### src/rtl/sram_port_arbiter_pkg.sv
// Shared ARM9 memory-map constants and arbiter types used by sram_port_arbiter.
// Optional loader-starvation stall is enabled with the ARB_STALL_EN macro.
package sram_port_arbiter_pkg;

  localparam int unsigned ARM9_AW           = 12;
  localparam int unsigned ARM9_SRAM_DEPTH   = 1 << ARM9_AW;
  localparam logic [3:0]  ARM9_SRAM_NIB     = 4'h4;
  localparam int unsigned ARM9_STARVE_LIMIT = 15;
  localparam logic [31:0] ARM9_UART_ADDR    = 32'he000_0000;
  localparam logic [31:0] ARM9_TIMER_ADDR   = 32'he000_0004;

  typedef enum logic [1:0] {
    SRC_NONE,
    SRC_CPU,
    SRC_LD
  } sram_src_e;

  function automatic logic nib_match(input logic [31:0] addr, input logic [3:0] nib);
    return addr[31:28] == nib;
  endfunction

endpackage

### src/rtl/sram_starve_ctr.sv
// Loader starvation counter and registered core-enable; only built when ARB_STALL_EN is defined.
// Forces one core-stall cycle after STARVE_LIMIT ungranted loader cycles.
`ifdef ARB_STALL_EN
module sram_starve_ctr #(
  parameter int unsigned STARVE_LIMIT = 15
) (
  input  logic clk,
  input  logic rst,
  input  logic ld_req,
  input  logic ld_gnt,
  output logic cpu_en
);

  localparam int unsigned   CW    = $clog2(STARVE_LIMIT + 1);
  localparam logic [CW-1:0] LIMIT = CW'(STARVE_LIMIT);

  logic [CW-1:0] cnt;
  logic [CW-1:0] cnt_next;
  logic          cpu_en_q;
  logic          cpu_en_next;
  logic          waiting;

  always_comb begin
    waiting     = ld_req & ~ld_gnt;
    cnt_next    = cnt;
    cpu_en_next = 1'b1;
    if (ld_gnt) begin
      cnt_next = '0;
    end else if (waiting && cnt != LIMIT) begin
      cnt_next = cnt + 1'b1;
    end
    // Stall also re-fires from a saturated count so a dropped-then-reissued request still gets through.
    if (waiting && cnt_next == LIMIT) begin
      cpu_en_next = 1'b0;
    end
  end

  always_ff @(posedge clk) begin
    if (!rst) begin
      cnt      <= '0;
      cpu_en_q <= 1'b1;
    end else begin
      cnt      <= cnt_next;
      cpu_en_q <= cpu_en_next;
    end
  end

  assign cpu_en = cpu_en_q | ~rst;

endmodule
`endif

### src/rtl/sram_port_arbiter.sv
// Arbitrates the 4096x32 data SRAM between the ARM9 core (fixed priority) and the debug/DMA loader.
// Define ARB_STALL_EN to add the loader-starvation core stall (sram_starve_ctr).
module sram_port_arbiter
  import sram_port_arbiter_pkg::*;
#(
  parameter int unsigned AW           = ARM9_AW,
  parameter logic [3:0]  SRAM_NIB     = ARM9_SRAM_NIB,
  parameter int unsigned STARVE_LIMIT = ARM9_STARVE_LIMIT
) (
  input  logic          clk,
  input  logic          rst,
  input  logic          cpu_cen,
  input  logic          cpu_wen,
  input  logic [3:0]    cpu_flag,
  input  logic [31:0]   cpu_addr,
  input  logic [31:0]   cpu_wdata,
  output logic [31:0]   cpu_rdata,
  output logic          cpu_en,
  input  logic          ld_req,
  input  logic          ld_we,
  input  logic [3:0]    ld_flag,
  input  logic [AW-1:0] ld_addr,
  input  logic [31:0]   ld_wdata,
  output logic          ld_gnt,
  output logic          ld_rvalid,
  output logic [31:0]   ld_rdata,
  output logic          sram_cs,
  output logic          sram_we,
  output logic [3:0]    sram_be,
  output logic [AW-1:0] sram_addr,
  output logic [31:0]   sram_wdata,
  input  logic [31:0]   sram_rdata
);

  sram_src_e src;
  logic      cpu_hit;
  logic      cpu_rd_pend;
  logic      ld_rd_pend;
  logic      unused_bits;

`ifdef ARB_STALL_EN
  sram_starve_ctr #(
    .STARVE_LIMIT(STARVE_LIMIT)
  ) u_starve (
    .clk    (clk),
    .rst    (rst),
    .ld_req (ld_req),
    .ld_gnt (ld_gnt),
    .cpu_en (cpu_en)
  );
`else
  localparam int unsigned unused_starve_limit = STARVE_LIMIT;
  assign cpu_en = 1'b1;
`endif

  assign cpu_hit = cpu_cen & nib_match(cpu_addr, SRAM_NIB) & cpu_en;

  always_comb begin
    src = SRC_NONE;
    if (rst) begin
      if (cpu_hit) begin
        src = SRC_CPU;
      end else if (ld_req) begin
        src = SRC_LD;
      end
    end
  end

  always_comb begin
    sram_cs    = 1'b0;
    sram_we    = 1'b0;
    sram_be    = '0;
    sram_addr  = '0;
    sram_wdata = '0;
    unique case (src)
      SRC_CPU: begin
        sram_cs    = 1'b1;
        sram_we    = cpu_wen;
        sram_be    = cpu_flag;
        sram_addr  = cpu_addr[AW+1:2];
        sram_wdata = cpu_wdata;
      end
      SRC_LD: begin
        sram_cs    = 1'b1;
        sram_we    = ld_we;
        sram_be    = ld_flag;
        sram_addr  = ld_addr;
        sram_wdata = ld_wdata;
      end
      default: ;
    endcase
  end

  assign ld_gnt = (src == SRC_LD);

  always_ff @(posedge clk) begin
    if (!rst) begin
      cpu_rd_pend <= 1'b0;
      ld_rd_pend  <= 1'b0;
    end else begin
      cpu_rd_pend <= (src == SRC_CPU) & ~cpu_wen;
      ld_rd_pend  <= (src == SRC_LD) & ~ld_we;
    end
  end

  // Gated by rst so a reset landing on the response cycle drops it.
  assign ld_rvalid = ld_rd_pend & rst;
  assign ld_rdata  = sram_rdata;
  assign cpu_rdata = sram_rdata;

  assign unused_bits = ^{cpu_addr[27:AW+2], cpu_addr[1:0], cpu_rd_pend};

endmodule

### config.mk
export PLATFORM = sky130hd
export DESIGN_NAME = sram_port_arbiter
export DESIGN_NICKNAME = d
export VERILOG_FILES = /design/src/rtl/sram_port_arbiter_pkg.sv /design/src/rtl/sram_starve_ctr.sv /design/src/rtl/sram_port_arbiter.sv
export SDC_FILE = /design/constraint.sdc
export NUM_CORES = 1
export LEC_CHECK = 0
export BUFFER_PORTS_ARGS = -buffer_cell sky130_fd_sc_hd__buf_2
export CORE_AREA = 10 10 98 100
export CTS_CLUSTER_DIAMETER = 150
export CTS_CLUSTER_SIZE = 30
export DETAILED_ROUTE_END_ITERATION = 6
export DIE_AREA = 0 0 108 110
export SYNTH_ARGS = -nofsm -noshare
export SYNTH_HDL_FRONTEND = slang
export SYNTH_SLANG_ARGS = --single-unit
### constraint.sdc
create_clock -name clk -period 2 [get_ports clk]
set_input_delay 0.3 -clock clk [delete_from_list [all_inputs] [get_ports clk]]
set_output_delay 0.3 -clock clk [all_outputs]
set_load 0.005 [all_outputs]
==> Yosys cells after proc, flatten, opt, wreduce, memory -nomap -nowiden <==
Cells that the tools add are included.
{ "classes": {"n_reduce_logical": 1, "n_bitwise": 4, "n_mux": 8, "n_eq_ne": 3} }
{ "ops": {"columns": ["cell", "count"], "rows": [
  ["32-bit case mux with 2 select lines", 1],
  ["12-bit case mux with 2 select lines", 1],
  ["4-bit case mux with 2 select lines", 1],
  ["2-bit two-way mux", 3],
  ["4-bit by 3-bit equality test with 1-bit output (second input constant)", 1],
  ["1-bit bitwise AND", 3],
  ["2-bit by 1-bit equality test with 1-bit output (second input constant)", 1],
  ["2-bit equality test (second input constant)", 1],
  ["1-bit case mux with 2 select lines", 1],
  ["2-bit OR reduction", 1],
  ["1-bit two-way mux", 1],
  ["1-bit inverter", 1]
]} }
{ "totals": {"input_bits": 154, "reg_bits": 1, "out_inout_bits": 117, "word_cells": 17} }

==> Longest topological paths before layout <==
Gate-level depths: netlist of the first run.
{ "logic_depth": {"word_depth": 7, "mapped_depth": 7, "ltp_nobuf": 5} }

==> Least setup slack after synthesis of the first run <==
OpenSTA, ideal clock, no wires.
{ "synth_timing": {"kind": "input -> output", "startpoint": "in cpu_addr[31]", "endpoint": "out sram_addr[0]", "arrival_ps": 1483, "required_ps": 1700, "path_buffers": 2, "stages": 6, "slack_ps": 217, "path_cell_list": "and4bb_2 > and3_1 > ha_1 > clkbuf_1 > buf_1 > nor2_1"} }
{ "synth_between": {"elab_chain_cells": 6, "elab_cells_between_ends": 7, "classes_between": "eq/ne: 3; mux: 3; bitwise: 1"} }
{ "synth_lines": {"columns": ["item", "line_no", "source"], "rows": [
  ["from (decl)", "sram_port_arbiter.sv:15", "input logic [31:0] cpu_addr,"],
  ["4-bit by 3-bit equality test with 1-bit output (*)", "sram_port_arbiter_pkg.sv:19", "return addr[31:28] == nib;"],
  ["1-bit bitwise AND (*)", "sram_port_arbiter.sv:56", "assign cpu_hit = cpu_cen & nib_match(cpu_addr, SRAM_NIB) & cpu_en;"],
  ["2-bit two-way mux (*)", "sram_port_arbiter.sv:61", "if (cpu_hit) begin"],
  ["2-bit two-way mux (*)", "sram_port_arbiter.sv:60", "if (rst) begin"],
  ["2-bit equality test / 2-bit by 1-bit equality test with 1-bit output (equally long branches)", "sram_port_arbiter.sv:75", "unique case (src)"],
  ["12-bit case mux with 2 select lines (*)", "sram_port_arbiter.sv:75", null],
  ["to (decl)", "sram_port_arbiter.sv:30", "output logic [AW-1:0] sram_addr,"]
]} }
Every way passes the cells marked *; elsewhere a longest branch is shown, timed or not.

==> Worst setup path in the final report of the first run <==
{ "layout_timing": {"startpoint": "in cpu_addr[28]", "endpoint": "out sram_wdata[12]"} }
{ "layout_between": {"elab_chain_cells": 6, "elab_cells_between_ends": 7, "classes_between": "eq/ne: 3; mux: 3; bitwise: 1"} }
{ "layout_lines": {"columns": ["item", "line_no", "source"], "rows": [
  ["4-bit by 3-bit equality test with 1-bit output (*)", "sram_port_arbiter_pkg.sv:19", null],
  ["1-bit bitwise AND (*)", "sram_port_arbiter.sv:56", null],
  ["2-bit two-way mux (*)", "sram_port_arbiter.sv:61", null],
  ["2-bit two-way mux (*)", "sram_port_arbiter.sv:60", null],
  ["2-bit equality test / 2-bit by 1-bit equality test with 1-bit output (equally long branches)", "sram_port_arbiter.sv:75", null],
  ["32-bit case mux with 2 select lines (*)", "sram_port_arbiter.sv:75", null],
  ["to (decl)", "sram_port_arbiter.sv:31", "output logic [31:0] sram_wdata,"]
]} }
Marked as above.

==> metrics.yaml, run 1 <==
setup_path:
  start_kind: "input port"
  crit_type: "in2out"
  critPathCaptureType: "output port"
  cp_data_required_time_ns: 1.70
  arrival_ns: 1.66
  path_max_fanout: 14
synthesis:
  ys_warn_count: 0
  synth_top_area_share: 0.3829
  syn_area_um2: 1314
  synth.most_common_cell: "buf_4"
  post_synth_num_cell_types: 19
  synth_seq_area_share: 0.01524
  ys_ff_latch: 1
  syn_nets: 352
  yosysTopAreaCell: "buf_4"
  synth_cells: 195
  synth_top_flop_cell: "dfxtp_1"
  yosys-top-cells-area: "buf_4 38%, a22oi_1 22%, nor2_1 14%"
  synth-edff-count: 0
  avgSynthCellArea_um2: 6.737
  synthArstFlopShare: 0
  synth_common_cells: "67 x buf_4, 50 x nor2_1, 39 x a22oi_1, 10 x a22oi_2, 9 x buf_2"
final_layout:
  final_layout_size_suffix_gt1_frac: 0.7046
  layout.nets: 440
  num_antenna_cells: 0
  largest_reg_flops: 1
  syn_to_final_growth_pct: 49.71
  regMostFlops: "ld_rd_pend"
  top_regs: "ld_rd_pend: 1 flops"
detailed_routing:
  viasPerCell: 4.170
  vias: 1597
  dr.pass1.iters: 4
  routed_wl_um: 6329
  drt_iter0_markers: 88
  wl_per_cell_um: 16.52
  drc: 0
  ant_nets: 0
power:
  p_clk_frac: 0
  p_leak_nw: 0.9826
  p_sw_mw: 0.1221
  ir_worst_vdd_v: 0.00005414
  internal_power_mw: 0.1778
  cellPowerDensity_nw_per_um2: 152.5
  seqPwrFrac: 0.070
  p_comb_frac: 0.930
  switching_share: 0.4073
die:
  rows: 32
  io_pins: 271
  core_area_um2: 7647
  die_x_um: 108
  die_area_um2: 11880
  die_y_um: 110
  initial_utilization: 0.1718
sta:
  maxClockFrequency_mhz: 509.2
  setup_viol: 0
  hold_viol: 0
  timing.setup.tns_ns: 0
  final.period_utilization: 0.9819
  rsz0062_at_grt: "yes"
  post-route-min-period_ns: 1.964
  slew_violations: 0
  whs_ns: 0.4795
global_route:
  grt_pass1_wl_um: 8335
  grt_max_degree: 29
  overflow: 0
  antenna_found_initial: 0
  grt_pass1_vias: 1581
  grtUsageTotal: 0.08205
cts:
  post-cts-setup-buffer-count: 0
  clk_pin_slew_ns: 0
placed_design:
  io_buffers: 157
  dp_hpwl_um: 5103
  gp_congestion: 0.7627
worst_hold_path:
  hold_path_depth: 2
  hold_path_class: "in2reg"
run:
  maxCapViolations: 0
run_status:
  status: "finished, final reports clean"
cell usage in the layout (no fill, tap or decap), drive strengths merged:
cell	instances
a21o	1
a21oi	1
a22oi	49
and2	1
and3	1
and4bb	1
buf	164
clkbuf	3
conb	1
dfxtp	1
ha	3
inv	2
nand2	2
nand3	1
nor2	50
worst max-delay path: stages:
cell and delay [ns]:
buf_6 0.09, and4bb_2 0.35, and3_4 0.21, ha_4 0.23
clkbuf_16 0.20, a22oi_1 0.07, nor2_1 0.09, buf_2 0.13
layer usage:
| metal | vias to the layer above | routed length, um | track usage |
|---|---|---|---|
| met5 | - | 0 | 0 |
| met3 | 27 | 841 | 0.03250 |
| met2 | 108 | 3121 | 0.1496 |
| met4 | 0 | 199 | 0.03149 |
| met1 | 683 | 2166 | 0.08246 |
| li1 | 779 | - | - |
layout make-up:
cell class / count / area [um2]
inverters: 2 / 7.507
well taps: 102 / 127.6
repair buffers: 167 / 1001
flip-flops and latches: 1 / 20.02
fillers: 842 / 5680
multi-input cells: 111 / 810.8
cell families after synthesis:
family | Yosys count | share of synthesized area
AO/OA/AOI/OAI | 51 | 0.3276
adder cells (fa/ha/maj) | 3 | 0.02857
buffers and inverters | 83 | 0.4543
flip-flops | 1 | 0.01524
other | 1 | 0.002854
AND/OR/NAND/NOR | 56 | 0.1714
repair_timing:
item | CTS | global route
cloned | 0 | 3
setup endpoints to repair | 1 | 27
resized for setup | 1 | 21
hold buffers | 0 | 0
pin swaps | 1 | 16
final timing paths:
path	from	to	slack [ns]
worst max-delay path	cpu_addr[28]	sram_wdata[12]	0.04
worst min-delay path	ld_we	ld_rd_pend	0.48
power by group through the flow:
| stage | clock [mW] | sequential [mW] | combinational, mW |
|---|---|---|---|
| 2_1_floorplan | 0 | 0.0210 | 0.203 |
| 3_3_place_gp | 0 | 0.0210 | 0.249 |
| 3_5_place_dp | 0 | 0.0210 | 0.255 |
| 4_1_cts | 0 | 0.0210 | 0.257 |
| 5_1_grt | 0 | 0.0211 | 0.304 |
| 6_report | 0 | 0.0210 | 0.279 |
stage by stage:
stage	power [mW]	worst slack, ns	instances	utilization	cell area [um2]
after floorplan	0.2238	0.2170	195	-	1314
after global placement	0.2702	0.04508	380	0.2315	1770
after detailed placement	0.2761	0.006539	380	0.2315	1770
after CTS	0.2780	0.01408	380	0.2320	1774
after global routing	0.3256	-0.05213	383	0.2572	1967
final	0.2999	0.03628	383	0.2572	1967
(Power assumes the default switching activity.)
==> run 2: changes to the inputs <==
REMOVE_ABC_BUFFERS = 1   (was unset)
==> metrics.yaml, run 2 (same netlist as run 1, synthesis figures left out) <==
sta:
  hold_viol: 0  # unchanged
  final.period_utilization: 0.9704  # -0.01144
  setup_viol: 0  # unchanged
  post-route-min-period_ns: 1.941  # -0.02289 ns
  maxClockFrequency_mhz: 515.2  # +1.2%
  rsz0062_at_grt: "yes"
  postLayoutSetupSlackWorst_ns: 0.05917  # +0.02289 ns
  slew_violations: 0  # unchanged
setup_path:
  path_max_fanout: 25  # +11
  cp_slowest_stage_delay_ns: 0.35  # about the same
  cp_data_required_time_ns: 1.70  # about the same
  cp_slowest_cell: "and4bb_2"
  path_cells: "buf_2 -> and4bb_2 -> nand3_2 -> ha_4 -> buf_12 -> a22oi_1 -> nor2_1 -> buf_2"
  start_kind: "input port"
  crit_type: "in2out"
  cp.depth: 8  # unchanged
  arrival_ns: 1.64  # -0.02 ns
  crit_buf_inv: 3  # unchanged
  critPathCaptureType: "output port"
  path_delay_family: "simple AND/OR/NAND/NOR gates"
  crit_start: "cpu_addr[28]"
  crit_top_cell: "buf_2"
die:
  initial_utilization: 0.1718  # unchanged
  die_area_um2: 11880  # unchanged
  rows: 32  # unchanged
  die_y_um: 110  # unchanged
  io_pins: 271  # unchanged
  core_area_um2: 7647  # unchanged
  die_x_um: 108  # unchanged
worst_hold_path:
  hp-start: "ld_we"
  hold_path_depth: 2  # unchanged
  hold_path_class: "in2reg"
run:
  maxCapViolations: 0  # unchanged
cts:
  hold_buffers: 0  # unchanged
  post-cts-setup-buffer-count: 0  # unchanged
  clk_pin_slew_ns: 0  # unchanged
  post_cts_resized: 0  # -1
detailed_routing:
  drt_iter0_markers: 76  # -14%
  vias: 1699  # +6.4%
  viasPerCell: 4.459  # +6.9%
  wl_per_cell_um: 25.59  # +55%
  drc: 0  # unchanged
  dr.pass1.iters: 4  # unchanged
  ant_nets: 0  # unchanged
  routed_wl_um: 9748  # +54%
final_layout:
  top_regs: "ld_rd_pend: 1 flops"
  largest_reg_flops: 1  # unchanged
  layout_common_cells: "157 x buf_2, 49 x nor2_1, 32 x a22oi_1"
  final_layout_size_suffix_gt1_frac: 0.6763  # -0.02837
  final_common_cell: "buf_2"
  regMostFlops: "ld_rd_pend"
  layout.nets: 437  # -0.68%
  syn_to_final_growth_pct: 40.38
power:
  total_power_mw: 0.2900  # -3.3%
  ir_worst_vdd_v: 0.00004315  # -20%
  p_leak_nw: 0.9442  # -3.9%
  cellPowerDensity_nw_per_um2: 157.2  # +3.1%
global_route:
  grt_max_degree: 27  # -6.9%
  antenna_found_initial: 0  # unchanged
  grt_pass1_wl_um: 12810  # +54%
  grtUsageTotal: 0.1458  # +0.06373
  grt_pass1_vias: 1870  # +18%
  overflow: 0  # unchanged
placed_design:
  io_buffers: 157  # unchanged
  post-place-ws_ns: 0.01474  # +0.008199 ns
  gp_congestion: 0.8370  # +9.7%
  dp_hpwl_um: 8990  # +76%
run_status:
  status: "finished, final reports clean"
-- run 2: changes by cell type in the layout (fill, tap and decap cells not counted), sizes merged --
cell,before,now
diode,0,1
clkbuf,3,0
-- run 2: layout make-up --
cell class | instances | area, um2
fill | 861 | 5803
timing repair buffer | 164 | 913.4
multi-input combinational | 111 | 773.2
tap | 102 | 127.6
sequential | 1 | 20.02
inverter | 2 | 7.507
antenna | 1 | 2.502
-- run 2: path summary, 6_finish.rpt --
kind	to	slack (ns)
worst max-delay path	sram_wdata[1]	0.06
worst min-delay path	ld_rd_pend	0.48
-- run 2: layer usage --
layer / part of all wire / global-route usage
met3: 0.26 / 0.1724
met5: 0.011 / 0.05882
met4: 0.0026 / 0.001908
met2: 0.43 / 0.2228
met1: 0.30 / 0.1279
-- run 2: where the power goes --
part           switching, mW  internal (mW)
logic                  0.119          0.150
clock network              0   0.0000000668
registers          0.0000729         0.0209
-- run 2: stage by stage --
step | TNS, ns | utilization | hold WS [ns] | std cells | cell area, um2
after floorplan | -23.62 | - | 0.3715 | 114 | 724.4
after global placement | 0 | 0.2315 | 0.4769 | 380 | 1770
after detailed placement | 0 | 0.2315 | 0.4847 | 380 | 1770
after CTS | 0 | 0.2315 | 0.4861 | 380 | 1770
after global routing | -0.2003 | 0.2408 | 0.5018 | 380 | 1842
final | 0 | 0.2412 | 0.4826 | 381 | 1844
